**config.mk**
```make
export PLATFORM = sky130hd
export DESIGN_NAME = stream_mux_n_1_flat
export DESIGN_NICKNAME = d
export VERILOG_FILES = /design/src/rtl/stream_mux_n_1_if.sv /design/src/rtl/stream_mux_n_1.sv /design/src/flat_wrapper.sv
export SDC_FILE = /design/constraint.sdc
export NUM_CORES = 1
export LEC_CHECK = 0
export BUFFER_PORTS_ARGS = -buffer_cell sky130_fd_sc_hd__buf_2
export CELL_PAD_IN_SITES_DETAIL_PLACEMENT = 0
export CELL_PAD_IN_SITES_GLOBAL_PLACEMENT = 1
export CORE_ASPECT_RATIO = 0.6
export CORE_MARGIN = 2
export CORE_UTILIZATION = 29
export DETAILED_ROUTE_END_ITERATION = 10
export GPL_ROUTABILITY_DRIVEN = 1
export GPL_TIMING_DRIVEN = 0
export PLACE_DENSITY = 0.8
export SYNTH_ARGS = -nofsm -noshare
export SYNTH_HDL_FRONTEND = slang
export SYNTH_SLANG_ARGS = --single-unit
```
**constraint.sdc**
```tcl
create_clock -name Clock_In -period 2.35 [get_ports Clock_In]
set_clock_uncertainty 0.05 [all_clocks]
set_input_delay 0.235 -clock Clock_In [delete_from_list [all_inputs] [get_ports Clock_In]]
set_output_delay 0.235 -clock Clock_In [all_outputs]
set_load 0.1 [all_outputs]
```
**src/rtl/stream_mux_n_1_if.sv**
```systemverilog
// Purpose: stream bundle for the N:1 mux: CHANNELS input streams in, one tagged stream out.
// Latency: none (wires only).
// Backpressure: Ready_Out per input channel, Ready_In from downstream.
// Ports: Data_In/Valid_In/Ready_Out face the sources;
//        Data_Out/Select_Out/Valid_Out/Ready_In face the sink.
// Modports: master is the mux side, slave is the environment driving the sources and sink.
interface stream_mux_n_1_if #(
    parameter int CHANNELS   = 4,
    parameter int DATA_WIDTH = 8,
    parameter int SEL_WIDTH  = (CHANNELS > 1) ? $clog2(CHANNELS) : 1
);
    logic [CHANNELS*DATA_WIDTH-1:0] Data_In;
    logic [CHANNELS-1:0]            Valid_In;
    logic [CHANNELS-1:0]            Ready_Out;
    logic [DATA_WIDTH-1:0]          Data_Out;
    logic [SEL_WIDTH-1:0]           Select_Out;
    logic                           Valid_Out;
    logic                           Ready_In;

    modport master (
        input  Data_In, Valid_In, Ready_In,
        output Ready_Out, Data_Out, Select_Out, Valid_Out
    );

    modport slave (
        output Data_In, Valid_In, Ready_In,
        input  Ready_Out, Data_Out, Select_Out, Valid_Out
    );
endinterface

```
**src/rtl/stream_mux_n_1.sv**
```systemverilog
// Purpose: round-robin N:1 stream mux; output word tagged with its source channel.
// Latency: 1 cycle from input transfer to Valid_Out/Data_Out.
// Backpressure: Ready_Out granted only when the output register is empty or draining this cycle.
// Ports: Clock_In (rising edge), Reset_N_In (async active-low), Enable_In (gates new grants),
//        bus (master modport of stream_mux_n_1_if) carrying all stream handshakes.
module stream_mux_n_1 #(
    parameter int CHANNELS   = 4,
    parameter int DATA_WIDTH = 8
) (
    input  logic               Clock_In,
    input  logic               Reset_N_In,
    input  logic               Enable_In,
    stream_mux_n_1_if.master   bus
);
    localparam int SEL_WIDTH = (CHANNELS > 1) ? $clog2(CHANNELS) : 1;

    typedef enum logic {
        EMPTY = 1'b0,
        FULL  = 1'b1
    } state_t;

    state_t                  state_q, state_d;
    logic [DATA_WIDTH-1:0]   data_q, data_d;
    logic [SEL_WIDTH-1:0]    sel_q, sel_d;
    logic [SEL_WIDTH-1:0]    rr_ptr_q, rr_ptr_d;

    logic                    cand_vld;
    logic [SEL_WIDTH-1:0]    cand_idx;
    logic                    slot_free;
    logic                    grant;
    logic [CHANNELS-1:0]     ready_out;

    // Channel index base+off modulo CHANNELS; off never exceeds CHANNELS-1,
    // so a single conditional subtract covers non-power-of-two counts.
    function automatic logic [SEL_WIDTH-1:0] ring_idx(input logic [SEL_WIDTH-1:0] base, input int off);
        int s;
        s = int'(base) + off;
        if (s >= CHANNELS) begin
            s = s - CHANNELS;
        end
        return s[SEL_WIDTH-1:0];
    endfunction

    always_comb begin
        cand_vld  = 1'b0;
        cand_idx  = '0;
        ready_out = '0;
        state_d   = state_q;
        data_d    = data_q;
        sel_d     = sel_q;
        rr_ptr_d  = rr_ptr_q;

        // First valid channel scanning upward from the pointer, wrapping.
        for (int k = 0; k < CHANNELS; k++) begin
            if (!cand_vld && bus.Valid_In[ring_idx(rr_ptr_q, k)]) begin
                cand_vld = 1'b1;
                cand_idx = ring_idx(rr_ptr_q, k);
            end
        end

        slot_free = (state_q == EMPTY) || bus.Ready_In;
        // Reset term keeps Ready_Out low while the register is held in reset.
        grant     = Reset_N_In && Enable_In && cand_vld && slot_free;

        if (grant) begin
            ready_out[cand_idx] = 1'b1;
            state_d             = FULL;
            data_d              = bus.Data_In[cand_idx*DATA_WIDTH +: DATA_WIDTH];
            sel_d               = cand_idx;
            rr_ptr_d            = ring_idx(cand_idx, 1);
        end else if ((state_q == FULL) && bus.Ready_In) begin
            // Word leaves with nothing behind it; data/select keep last values.
            state_d = EMPTY;
        end
    end

    always_ff @(posedge Clock_In or negedge Reset_N_In) begin
        if (!Reset_N_In) begin
            state_q  <= EMPTY;
            data_q   <= '0;
            sel_q    <= '0;
            rr_ptr_q <= '0;
        end else begin
            state_q  <= state_d;
            data_q   <= data_d;
            sel_q    <= sel_d;
            rr_ptr_q <= rr_ptr_d;
        end
    end

    assign bus.Ready_Out  = ready_out;
    assign bus.Data_Out   = data_q;
    assign bus.Select_Out = sel_q;
    assign bus.Valid_Out  = (state_q == FULL);
endmodule
```
**src/flat_wrapper.sv**
```systemverilog
// flat-port wrapper written by rule: the top's interface ports become plain ports
module stream_mux_n_1_flat 
#(
    parameter int CHANNELS   = 4,
    parameter int DATA_WIDTH = 8
)
  (Clock_In, Reset_N_In, Enable_In, bus_Data_In, bus_Valid_In, bus_Ready_In, bus_Ready_Out, bus_Data_Out, bus_Select_Out, bus_Valid_Out);
  stream_mux_n_1_if #(.CHANNELS(CHANNELS), .DATA_WIDTH(DATA_WIDTH)) bus_i ();
  input  logic Clock_In;
  input  logic Reset_N_In;
  input  logic Enable_In;
  input wire logic [$bits(bus_i.Data_In)-1:0] bus_Data_In;
  input wire logic [$bits(bus_i.Valid_In)-1:0] bus_Valid_In;
  input wire logic [$bits(bus_i.Ready_In)-1:0] bus_Ready_In;
  output wire logic [$bits(bus_i.Ready_Out)-1:0] bus_Ready_Out;
  output wire logic [$bits(bus_i.Data_Out)-1:0] bus_Data_Out;
  output wire logic [$bits(bus_i.Select_Out)-1:0] bus_Select_Out;
  output wire logic [$bits(bus_i.Valid_Out)-1:0] bus_Valid_Out;
  assign bus_i.Data_In = bus_Data_In;
  assign bus_i.Valid_In = bus_Valid_In;
  assign bus_i.Ready_In = bus_Ready_In;
  assign bus_Ready_Out = bus_i.Ready_Out;
  assign bus_Data_Out = bus_i.Data_Out;
  assign bus_Select_Out = bus_i.Select_Out;
  assign bus_Valid_Out = bus_i.Valid_Out;
  stream_mux_n_1 #(.CHANNELS(CHANNELS), .DATA_WIDTH(DATA_WIDTH)) u_core (.Clock_In(Clock_In), .Reset_N_In(Reset_N_In), .Enable_In(Enable_In), .bus(bus_i));
endmodule
```
==> impl_metrics.json <==
{
  "drt_first_pass_iters": 4,
  "drt.antenna.violating_nets": 0,
  "clockBufferDepth": 2,
  "post_synth_instance_area_um2": 880,
  "routed_wl_mm": 2.80,
  "worstReg2RegEnd": "u_core.bus.Data_Out[0]",
  "hold_path_class": "in2reg",
  "yosys_most_used_dff": "dfrtp_1",
  "finish.net_count": 193,
  "detailroute.via_count": 933,
  "floorplan.die.height_um": 46.7,
  "yosys_register_bits": 13,
  "cp-start-kind": "flip-flop",
  "grt_first_pass_wirelength_mm": 4.11,
  "grt_max_degree": 14,
  "min_to": "u_core.bus.Valid_Out",
  "core_footprint_um2": 2870,
  "initial_antenna_violation_count": 0,
  "overflow": 0,
  "synth.yosys.warnings": 0,
  "post_synth_main_area_contributors": "dfrtp_1, mux2i_1, a2111oi_0",
  "clk_latency_ps": 250,
  "synthCells": 93,
  "hold_path_depth": 3,
  "cp_slowest_cell": "dfrtp_4",
  "area_growth_syn_to_layout_pct": 54.8,
  "rsz0062_at_grt": "yes",
  "slew_limit_fails": 0,
  "outcome": "finished, final reports clean",
  "die_w_um": 75.1,
  "path_cells": "nand2b_1 > nand4_1 > buf_2 > nor2_1 > and2_2 > buf_4",
  "ff_to_ff_start": "u_core.rr_ptr_q[1]",
  "ys_seq_area_frac": 0.370,
  "routabilityCongestion": 0.724,
  "power_per_cell_area_nw_per_um2": 1230,
  "finalHoldViolations": 0,
  "period_share": 0.978,
  "floorplan.die_area_um2": 3500,
  "drt_iter0_drc": 24,
  "cell_row_count": 15,
  "htreeDepth": 1,
  "postSynthNetCount": 133,
  "min-delay-start": "bus_Ready_In",
  "groute.usage.overall": 0.164,
  "first_global_vias": 887,
  "yosys.area.top_type_share": 0.370,
  "layout-drive-gt1-share": 0.493,
  "max_cap_viol_count": 0,
  "power.static_leakage_nw": 0.652,
  "relSlewSlack": 0.568,
  "ctsRootBufferMaster": "clkbuf_8",
  "cpPeakStageDelay_ps": 470,
  "peakVddDrop_v": 0.000591,
  "tritoncts": "built",
  "ioPinCount": 55,
  "floorplan.initialDensity": 0.306,
  "place_area_um2": 1230,
  "regToRegSetupSlack_ps": 200,
  "clkSinkCount": 13,
  "worst_slew_pin_slew_ps": 646,
  "yosysMostFrequentCell": "dfrtp_1",
  "edff_count_synth": 0,
  "r2r_cells": 7,
  "max_clock_freq_mhz": 435,
  "crit_fanout": 10,
  "synth.largest_area_cell": "dfrtp_1",
  "worstSetupPathType": "reg2out",
  "end_kind": "output port",
  "setup_viol_count_final": 0,
  "fin_crit_ps": 2300,
  "data_arrival_time_at_the_worst_slack_endpoint_ps": 2010,
  "post-layout-total-power_w": 0.00168,
  "async_set_or_reset_flop_fraction_in_the_synthesized_netlist": 1.00,
  "synth_area_per_cell_um2": 9.46,
  "drc_errors": 0,
  "distinct_cell_type_count_of_the_synthesized_netlist": 30,
  "netlist_top_cells_count": "dfrtp_1, mux2i_1, nor2_1",
  "port_buffers": 54,
  "detail_route.wl_per_cell_um": 14.4,
  "antenna-diode-count": 0,
  "finalInstanceArea_um2": 1360,
  "hpwlAfterDp_mm": 2.15,
  "tritoncts.num_buffers": 3,
  "avgViaCountPerCell": 4.81,
  "worst_ep_required_ps": 2070,
  "cts.clk_slew.worst_paths_ps": 60
}
layout make-up:
cell class | count | area, um2
timing repair buffer | 56 | 314
tap | 42 | 52.6
clock buffer | 4 | 45.0
sequential | 13 | 329
buffer | 6 | 48.8
multi-input combinational | 71 | 564
inverter | 2 | 7.51
fill | 297 | 1510
kinds of logic after synthesis:
family / after synthesis / share of synthesized area
DFF: 13 / 0.370
buffers and inverters: 9 / 0.0654
and+or+nand+nor: 34 / 0.211
AOI/OAI and AO/OA: 27 / 0.242
muxes: 9 / 0.102
xor gates and xnor gates: 1 / 0.00996
flip-flops by register name (all words and copies together) (netlist names):
name	cells
u_core.bus.Select_Out	2
u_core.bus.Valid_Out	1
u_core.bus.Data_Out	8
u_core.rr_ptr_q	2
metal layers:
layer	global-route usage	share of wire
met1	0.203	0.45
met3	0.0700	0.054
met5	0	0
met4	0.0500	0.015
met2	0.261	0.48
cell usage in the layout (no fill, tap or decap), types with 2 or more instances in the layout:
cell type / n
a221oi_4: 2
nand2b_1: 2
inv_1: 2
buf_6: 2
clkbuf_8: 3
buf_2: 52
and2b_1: 6
nor2_1: 9
o21ai_0: 3
mux2i_1: 8
a21oi_1: 2
a2111oi_0: 8
nor2b_4: 2
buf_4: 4
dfrtp_1: 12
nor2b_1: 3
a211oi_1: 8
nand2_1: 5
worst max path at each step:
| stage | start | end | slack, ps | cells past startpoint |
|---|---|---|---|---|
| final | u_core.bus.Valid_Out | bus_Ready_Out[3] | 50 | 6 |
| after global routing | u_core.bus.Valid_Out | bus_Ready_Out[3] | -60 | 6 |
| after detailed placement | u_core.rr_ptr_q[1] | bus_Ready_Out[3] | -220 | 5 |
| after CTS | u_core.bus.Valid_Out | bus_Ready_Out[0] | 20 | 7 |
| after global placement | u_core.rr_ptr_q[1] | bus_Ready_Out[3] | -180 | 5 |
| after floorplan | u_core.bus.Valid_Out | bus_Ready_Out[0] | 6 | 7 |
what timing repair did:
action / CTS / global route
endpoints found under the setup margin: 4 / 7
buffers inserted: 1 / 0
endpoints found under the hold margin: 13 / 0
pin swaps: 1 / 0
gates resized for setup: 10 / 8
hold buffers: 1 / 0
worst max-delay path, delay by kind of cell, from the launching register on:
| family | cells | cell delay (ps) |
|---|---|---|
| DFF | 1 | 470 |
| and+or+nand+nor | 4 | 700 |
| buffers and inverters | 2 | 580 |
report_power, final:
group          total (W)  internal, W  switching, W
clock network   0.000209     0.000120     0.0000886
registers       0.000348     0.000307     0.0000410
logic            0.00112     0.000286      0.000838
stage by stage:
step / instances / setup TNS, ps / setup slack [ps] / util / hold WS (ps)
after CTS: 194 / 0 / 15.7 / 0.465 / 247
after detailed placement: 189 / -400 / -223 / 0.430 / 114
final: 194 / 0 / 52.3 / 0.474 / 239
after global routing: 194 / -62.4 / -62.4 / 0.474 / 270
after global placement: 189 / -269 / -179 / 0.430 / 100
after floorplan: 93 / 0 / 6.29 / - / -111
Note: power is estimated with default switching activity, not from simulation.
